==> config.mk <==
export PLATFORM = sky130hd
export DESIGN_NAME = chacha_pld_xor_stream
export DESIGN_NICKNAME = d
export VERILOG_FILES = /design/src/rtl/chacha_pkg.sv /design/src/rtl/keep_mask_popcnt.sv /design/src/rtl/chacha_pld_xor_stream.sv
export SDC_FILE = /design/constraint.sdc
export NUM_CORES = 2
export LEC_CHECK = 0
export ABC_AREA = 0
export CORE_AREA = 4 4 452 454
export CTS_BUF_LIST = sky130_fd_sc_hd__clkbuf_4
export CTS_CLUSTER_DIAMETER = 40
export DETAILED_ROUTE_END_ITERATION = 12
export DIE_AREA = 0 0 456 458
export HOLD_SLACK_MARGIN = 0.03
export PLACE_DENSITY = 0.47
export SYNTH_ARGS = -nofsm -noshare
export SYNTH_HDL_FRONTEND = slang
export SYNTH_SLANG_ARGS = --single-unit
export TNS_END_PERCENT = 10
==> constraint.sdc <==
create_clock -name clk -period 6.6 [get_ports clk]
set_input_delay 0.66 -clock clk [delete_from_list [all_inputs] [get_ports clk]]
set_output_delay 0.66 -clock clk [all_outputs]
set_load 0.02 [all_outputs]
==> src/rtl/chacha_pkg.sv <==
// Shared encodings and widths for the ChaCha20 payload XOR stage.
package chacha_pkg;

  localparam int unsigned KS_W   = 512;
  localparam int unsigned BEAT_W = 128;
  localparam int unsigned KEEP_W = 16;
  localparam int unsigned LEN_W  = 64;
  localparam int unsigned LANES  = 4;

  typedef enum logic [2:0] {
    StIdle,
    StKsReq,
    StKsWait,
    StRun,
    StLen
  } state_e;

endpackage

==> src/rtl/keep_mask_popcnt.sv <==
// Expands a byte keep mask into a bit mask and counts the kept bytes.
module keep_mask_popcnt
  import chacha_pkg::*;
(
  input  logic [KEEP_W-1:0] keep,
  output logic [BEAT_W-1:0] mask,
  output logic [4:0]        cnt
);

  always_comb begin
    mask = '0;
    cnt  = '0;
    for (int i = 0; i < KEEP_W; i++) begin
      mask[8*i +: 8] = {8{keep[i]}};
      cnt            = cnt + 5'(keep[i]);
    end
  end

endmodule

==> src/rtl/chacha_pld_xor_stream.sv <==
// XORs ChaCha20 keystream onto a 128-bit payload stream, feeds ciphertext to Poly1305
// and hands over the AAD/CT lengths block once the message is complete.
module chacha_pld_xor_stream
  import chacha_pkg::*;
#(
  parameter bit LEN_IN_BITS = 1'b1
) (
  input  logic              clk,
  input  logic              rst,
  input  logic              start,
  input  logic              decrypt,
  input  logic              pld_empty,
  input  logic [LEN_W-1:0]  aad_len_bytes,
  input  logic              in_valid,
  output logic              in_ready,
  input  logic [BEAT_W-1:0] in_data,
  input  logic [KEEP_W-1:0] in_keep,
  input  logic              in_last,
  output logic              ks_req,
  input  logic              ks_valid,
  input  logic [KS_W-1:0]   ks_data,
  output logic              out_valid,
  input  logic              out_ready,
  output logic [BEAT_W-1:0] out_data,
  output logic [KEEP_W-1:0] out_keep,
  output logic              out_last,
  output logic              pld_valid,
  input  logic              pld_ready,
  output logic [BEAT_W-1:0] pld_data,
  output logic [KEEP_W-1:0] pld_keep,
  output logic              len_valid,
  input  logic              len_ready,
  output logic [127:0]      len_block,
  output logic              busy,
  output logic              done
);

  state_e                        state_q;
  logic [LANES-1:0][BEAT_W-1:0]  ks_q;
  logic [1:0]                    lane_q;
  logic [LEN_W-1:0]              byte_cnt_q;
  logic [LEN_W-1:0]              aad_q;
  logic                          decrypt_q;

  logic [BEAT_W-1:0] byte_mask;
  logic [4:0]        beat_bytes;
  logic [LEN_W-1:0]  cnt_next;
  logic [BEAT_W-1:0] xor_res;
  logic              accept;

  keep_mask_popcnt u_keep (
    .keep (in_keep),
    .mask (byte_mask),
    .cnt  (beat_bytes)
  );

  function automatic logic [LEN_W-1:0] len_field(input logic [LEN_W-1:0] c);
    return LEN_IN_BITS ? {c[LEN_W-4:0], 3'b000} : c;
  endfunction

  assign in_ready = (state_q == StRun) && (!out_valid || out_ready) && (!pld_valid || pld_ready);
  assign accept   = in_valid && in_ready;
  assign cnt_next = byte_cnt_q + LEN_W'(beat_bytes);
  assign xor_res  = (in_data ^ ks_q[lane_q]) & byte_mask;
  assign ks_req   = (state_q == StKsReq);
  assign busy     = (state_q != StIdle);

  always_ff @(posedge clk) begin
    if (rst) begin
      state_q    <= StIdle;
      ks_q       <= '0;
      lane_q     <= '0;
      byte_cnt_q <= '0;
      aad_q      <= '0;
      decrypt_q  <= 1'b0;
      out_valid  <= 1'b0;
      out_data   <= '0;
      out_keep   <= '0;
      out_last   <= 1'b0;
      pld_valid  <= 1'b0;
      pld_data   <= '0;
      pld_keep   <= '0;
      len_valid  <= 1'b0;
      len_block  <= '0;
      done       <= 1'b0;
    end else begin
      done <= 1'b0;
      if (out_valid && out_ready) out_valid <= 1'b0;
      if (pld_valid && pld_ready) pld_valid <= 1'b0;

      unique case (state_q)
        StIdle: begin
          if (start) begin
            decrypt_q  <= decrypt;
            aad_q      <= aad_len_bytes;
            byte_cnt_q <= '0;
            if (pld_empty) begin
              len_block <= {len_field('0), len_field(aad_len_bytes)};
              state_q   <= StLen;
            end else begin
              state_q <= StKsReq;
            end
          end
        end
        StKsReq: state_q <= StKsWait;
        StKsWait: begin
          if (ks_valid) begin
            ks_q    <= ks_data;
            lane_q  <= '0;
            state_q <= StRun;
          end
        end
        StRun: begin
          if (accept) begin
            out_valid  <= 1'b1;
            out_data   <= xor_res;
            out_keep   <= in_keep;
            out_last   <= in_last;
            pld_valid  <= 1'b1;
            // Poly1305 always authenticates the ciphertext side of the stream.
            pld_data   <= decrypt_q ? (in_data & byte_mask) : xor_res;
            pld_keep   <= in_keep;
            byte_cnt_q <= cnt_next;
            lane_q     <= lane_q + 2'd1;
            if (in_last) begin
              len_block <= {len_field(cnt_next), len_field(aad_q)};
              state_q   <= StLen;
            end else if (lane_q == 2'd3) begin
              state_q <= StKsReq;
            end
          end
        end
        StLen: begin
          if (len_valid && len_ready) begin
            len_valid <= 1'b0;
            done      <= 1'b1;
            state_q   <= StIdle;
          end else if (!len_valid && !out_valid && !pld_valid) begin
            len_valid <= 1'b1;
          end
        end
        default: state_q <= StIdle;
      endcase
    end
  end

endmodule

Yosys cells after proc, flatten, opt, wreduce, memory -nomap -nowiden
Index checks and enable logic that the tools add are counted.
{"block": "op_classes", "eq_ne": 12, "add_sub_neg": 17, "mux": 31, "n_bitwise": 4, "reduce_logical": 27, "order_cmp": 1}
{"cell": "$mux W128", "count": 6}
{"cell": "$and A128 B128 Y128", "count": 2}
{"cell": "$bmux W128 S2", "count": 1}
{"cell": "$pmux W128 S2", "count": 1}
{"cell": "$mux W64", "count": 2}
{"cell": "$pmux W64 S2", "count": 1}
{"cell": "$xor A128 B128 Y128", "count": 1}
{"cell": "$add A5 B1 Y5", "count": 14}
{"cell": "$add A64 B5 Y64", "count": 1}
{"cell": "$mux W3", "count": 7}
{"cell": "$pmux W3 S5", "count": 1}
{"cell": "$ne A2 B2 Y1 const B", "count": 6}
{"cell": "$reduce_and A5 Y1", "count": 2}
{"cell": "$mux W1", "count": 9}
{"cell": "$logic_and A1 B1 Y1", "count": 8}
{"cell": "$reduce_and A2 Y1", "count": 4}
{"cell": "$eq A3 B2 Y1 const B", "count": 2}
{"cell": "$reduce_and A3 Y1", "count": 2}
{"cell": "$reduce_bool A2 Y1", "count": 3}
{"cell": "$mux W2", "count": 2}
{"cell": "$pmux W2 S2", "count": 1}
{"cell": "$eq A3 B1 Y1 const B", "count": 1}
{"cell": "$eq A3 B3 Y1 const B", "count": 1}
{"cell": "$logic_not A1 Y1", "count": 3}
{"cell": "10 further kinds", "count": 11}
{"block": "totals", "wordCells": 110, "output_inout_bits": 424, "ff_bits": 1048}

Depth between registers and ports, before layout
{"block": "depth", "ltp_word": 19, "depth_mapped": 22}

Cells and area by module
From an unflattened synthesis, not the netlist that was laid out.
{"block": "hier_totals", "hier_cells": 5535, "area_unflattened_um2": 45648.8}
{"module": "chacha_pld_xor_stream", "cells_per_inst": 5360, "area_per_inst_um2": 44280.0, "seq_area_each_um2": 20799.9, "n_inst": 1}
{"module": "keep_mask_popcnt", "cells_per_inst": 175, "area_per_inst_um2": 1368.8, "seq_area_each_um2": 0.0, "n_inst": 1}

Worst setup path before layout
OpenSTA, ideal clock, no wires.
{"block": "synth_timing", "kind": "input port to flip-flop", "from": "input in_keep[2]", "to": "register byte_cnt_q[36]", "arrival_ns": 5.808, "setup_ns": 0.074, "cell_stages": 16, "path_slack_ns": 0.717, "cell_sequence": "clkbuf_1 inv_1 fa_1 fa_1 fa_1 fa_1 fa_1 fa_1 fa_1 nor2b_1 o31a_1 buf_4 o21ai_2 or4_4 or4_1 a31oi_1"}
{"block": "synth_between", "elab_chain_cells": 17}
{"item": "from (decl)", "line": "chacha_pld_xor_stream.sv:17", "text": "input logic [KEEP_W-1:0] in_keep,"}
{"item": "$add A5 B1 Y5 (14 in a row)", "line": "keep_mask_popcnt.sv:15", "text": "cnt = cnt + 5'(keep[i]);"}
{"item": "$add A64 B5 Y64", "line": "chacha_pld_xor_stream.sv:63", "text": "assign cnt_next = byte_cnt_q + LEN_W'(beat_bytes);"}
{"item": "$mux W64", "line": "chacha_pld_xor_stream.sv:114", "text": "if (accept) begin"}
{"item": "$pmux W64 S2", "line": "chacha_pld_xor_stream.sv:91", "text": "unique case (state_q)"}
{"item": "to (signal assigned)", "line": "chacha_pld_xor_stream.sv:123", "text": "byte_cnt_q <= cnt_next;"}
{"item": "to (decl)", "line": "chacha_pld_xor_stream.sv:41", "text": "logic [LEN_W-1:0] byte_cnt_q;"}
No other way between the ends. The select of a mux whose other input is x is not followed.
A chain may end at the register's enable or synchronous reset.

Worst setup path after layout
{"block": "layout_timing", "from": "input in_keep[6]", "to": "register byte_cnt_q[36]"}
{"block": "layout_between", "elab_chain_cells": 13}
{"item": "$add A5 B1 Y5 (10 in a row)", "line": "keep_mask_popcnt.sv:15"}
{"item": "$add A64 B5 Y64", "line": "chacha_pld_xor_stream.sv:63"}
{"item": "$mux W64", "line": "chacha_pld_xor_stream.sv:114"}
{"item": "$pmux W64 S2", "line": "chacha_pld_xor_stream.sv:91"}
No other way between the ends. The select of a mux whose other input is x is not followed.

==> metrics.md <==
| Metric | Value |
|---|---|
| Floorplan row count | 164 |
| Vias per inst | 4.614 |
| Post-synthesis cell type count | 64 |
| RSZ-0062 raised after global routing | no |
| Sequential area share after synthesis | 0.4679 |
| Switch Pwr | 0.005191 W |
| Number of I/O pins | 1155 |
| Die W | 456 µm |
| Fmax achieved | 0.1700 GHz |
| Global-route wire length before repair | 320100 µm |
| CP Cell Sequence | dlygate4sd3_1, clkdlybuf4s50_1, inv_1, buf_12, fa_1, fa_1, fa_1, fa_1, fa_1, fa_1, fa_1, nor2b_1, o31a_1, o21ai_2, or4_4, or4_1, a31oi_1 |
| EDFF count, synth | 0 |
| Avg Cell Area, Syn | 8.431 µm² |
| Crit-path max FO | 6 |
| Vias in the first global route | 46110 |
| Required time worst endpoint | 7.82 ns |
| Setup crit start kind | primary input |
| CTS Buf Count | 332 |
| Internal power | 0.01167 W |
| Yosys top cell area share | 0.4679 |
| Fin. max-slew vios | 0 |
| CTS Sinks | 1039 |
| Min Tclk post-route | 5.882 ns |
| Gr ovfl total | 0 |
| Hold crit path type | in -> reg |
| Top cells by area, synth | dfxtp_1 47%, nand2_1 12%, a21oi_1 8.8%, mux4_2 6.5%, xnor2_1 3.3% |
| Async SR Flop Fraction | 0 |
| First-pass iteration count of the detailed router | 7 |
| Final Hold Fails | 0 |
| Fin nets | 7894 |
| Core ar. | 199700 µm² |
| Drt drc | 0 |
| Synth Cell Area | 44460 µm² |
| WP data arrival | 7.10 ns |
| PwrDens | 241.7 nW/µm² |
| Comb pwr share | 0.207 |
| Clock Skews | 0.1480 ns |
| Ys flop type | dfxtp_1 |
| Critical path type | in -> reg |
| Initial Utilization | 0.2227 |
| Final worst slack | 0.7184 ns |
| 1st-iter DRT viols | 3782 |
| Crit path max-delay cell type | fa_1 |
| Placed wire-length estimate | 162800 µm |
| Tcrit/Tclk final | 0.8912 |
| Slew HR | 0.1523 |
| Layout area overhead | 56.90% |
| Clock share of power | 0.382 |
| Max IR drop VDD | 0.1240 mV |
| DRT Wirelength | 225100 µm |
| Largest net degree at the start of global routing | 190 |
| Avg WL per Cell | 22.38 µm |
| CTS tree | yes |
| Clk buf depth | 4 |
| Cell repeated most along the worst path | fa_1 |
| CTS clk-pin slew, worst paths | 0.06 ns |
| Static leakage | 24.12 nW |
| Setup crit end kind | flip-flop |
| Pwr Total | 0.01686 W |
| CP peak stage delay | 0.63 ns |
| Synth area leader | dfxtp_1 |
| Post-CTS sizing | 0 |
| RePlAce Congestion | 0.8886 |
| Switching part of the total | 0.3079 |
| Slew @ Worst Pin | 1.272 ns |
| Final Non-Filler Cells | 10060 |
| Final hold slack | 0.2554 ns |
| Post-Synthesis Cells | 5273 |
| Status | completed |
| Clk root buf | clkbuf_4 |
| Layout cells sized above 1 | 0.1019 |
| Setup Viol. Count Final | 0 |
| Clock latency on the worst-skew pair | 1.30 ns |
| Ys Warns | 0 |
| Placed insts | 8745 |
| Max-cap violations | 0 |
| Port Buf Inserts | 1145 |
| Initial antenna violation count | 60 |
| Htree depth | 5 |
| Post-Place Worst Slack | -0.1297 ns |
| Synth Register Bits | 1039 |
| Chip Height | 458 µm |
| GRT Overall Usage | 0.2047 |
| Vias | 46400 |
| Area of the die | 208800 µm² |
| Sequential cell fraction of total power | 0.411 |
| Post-DRT Antenna Nets | 0 |
==> sequential cells by signal, summed over array words and instances (netlist names), 2 cells and up <==
signal      flops
ks_q          512
out_data      128
pld_data      128
len_block     122
aad_q          61
byte_cnt_q     61
pld_keep       16
state_q         3
lane_q          2
==> cells by family (layout without fill, tap and decap cells) <==
group | count (synthesis) | in the layout | share of synthesized area
AND/OR/NAND/NOR | 2154 | 2154 | 0.2031
adder cells (fa/ha/maj) | 22 | 22 | 0.008049
buffers and inverters | 476 | 2547 | 0.04382
other | 1 | 57 | 0.00008435
multiplexers | 130 | 130 | 0.06535
XOR/XNOR | 313 | 313 | 0.06166
AO/OA/AOI/OAI | 1138 | 1138 | 0.1501
flip-flops | 1039 | 1039 | 0.4679
==> power groups by stage <==
| stage | logic, W | clock network, W | registers (W) |
|---|---|---|---|
| floorplan | 0.00159 | 0 | 0.00711 |
| global placement | 0.00312 | 0 | 0.00705 |
| detailed placement | 0.00314 | 0 | 0.00706 |
| CTS | 0.00354 | 0.00668 | 0.00692 |
| global route | 0.00379 | 0.00701 | 0.00697 |
| finish | 0.00349 | 0.00644 | 0.00693 |
==> routing by layer <==
layer / part of all wire / vias to the layer above / track usage / wire (µm)
met5: 0.00021 / - / 0 / 47
met4: 0.041 / 8 / 0.08971 / 9140
met3: 0.063 / 432 / 0.04934 / 14140
met2: 0.48 / 1693 / 0.3411 / 108700
met1: 0.41 / 22470 / 0.2506 / 93070
li1: - / 21800 / - / -
==> metrics by stage <==
stage          TNS [ns]  instance area [µm²]    util
2_1_floorplan         0                44480       -
3_5_place_dp    -0.6232                58510  0.2930
4_1_cts               0                69620  0.3487
6_report              0                69750  0.3494
5_1_grt               0                69730  0.3493
3_3_place_gp   -0.02565                58510  0.2930
==> synthesized netlist by cell type (all sizes together) (10+ instances only) <==
master,count
xor2,147
a311oi,66
nor4,10
or3,17
nor3,27
dfxtp,1039
nand2b,133
buf,81
nor2,270
o2bb2ai,44
ha,11
inv,39
xnor2,166
a21oi,779
fa,11
mux4,128
and4,12
nand4,27
a22oi,140
o21ai,47
nand3,162
a31oi,14
and3,16
a21o,16
nand2,1456
clkbuf,356
==> repair_timing <==
action	4_1_cts	5_1_grt
endpoints found under the hold margin	876	0
buffers inserted	0	0
hold buffers	718	0
==> cell type report <==
| cell class | count | area, µm² |
|---|---|---|
| clock inverters | 76 | 431.7 |
| clock buffers | 466 | 3498 |
| flip-flops and latches | 1039 | 20810 |
| fillers | 20850 | 129900 |
| multi-input cells | 3763 | 21800 |
| inverters | 39 | 146.4 |
| diodes | 51 | 127.6 |
| repair buffers | 1966 | 19610 |
| well taps | 2656 | 3323 |
==> critical path, delay by kind of cell <==
family,cells,cell delay [ns]
and+or+nand+nor,3,1.05
AOI/OAI and AO/OA,3,0.64
buffers and inverters,4,1.30
adders and majority gates,7,3.43
==> cells in the final DEF, fill, tap and decap left out, drive strengths merged, types with 12 or more instances in the layout <==
cell              n
a21o             16
a21oi           779
a22oi           140
a311oi           66
a31oi            14
and3             16
and4             12
buf             104
clkbuf          466
clkdlybuf4s50  1144
clkinv           67
dfxtp          1039
diode            51
dlygate4sd3     718
inv              41
mux4            128
nand2          1456
nand2b          133
nand3           162
nand4            27
nor2            270
nor3             27
o21ai            47
o2bb2ai          44
or3              17
xnor2           166
xor2            147
==> path summary, 6_finish.rpt <==
| path | slack (ns) | from | depth (start not counted) | end |
|---|---|---|---|---|
| worst max register to register | 2.27 | state_q[0] | 8 | len_block[55] |
| worst max-delay path | 0.72 | in_keep[6] | 17 | byte_cnt_q[36] |
| worst min-delay path | 0.26 | in_data[127] | 4 | out_data[127] |
| worst min register to register | 0.45 | pld_data[102] | 2 | pld_data[102] |
Power figures use the tool's default switching activity.
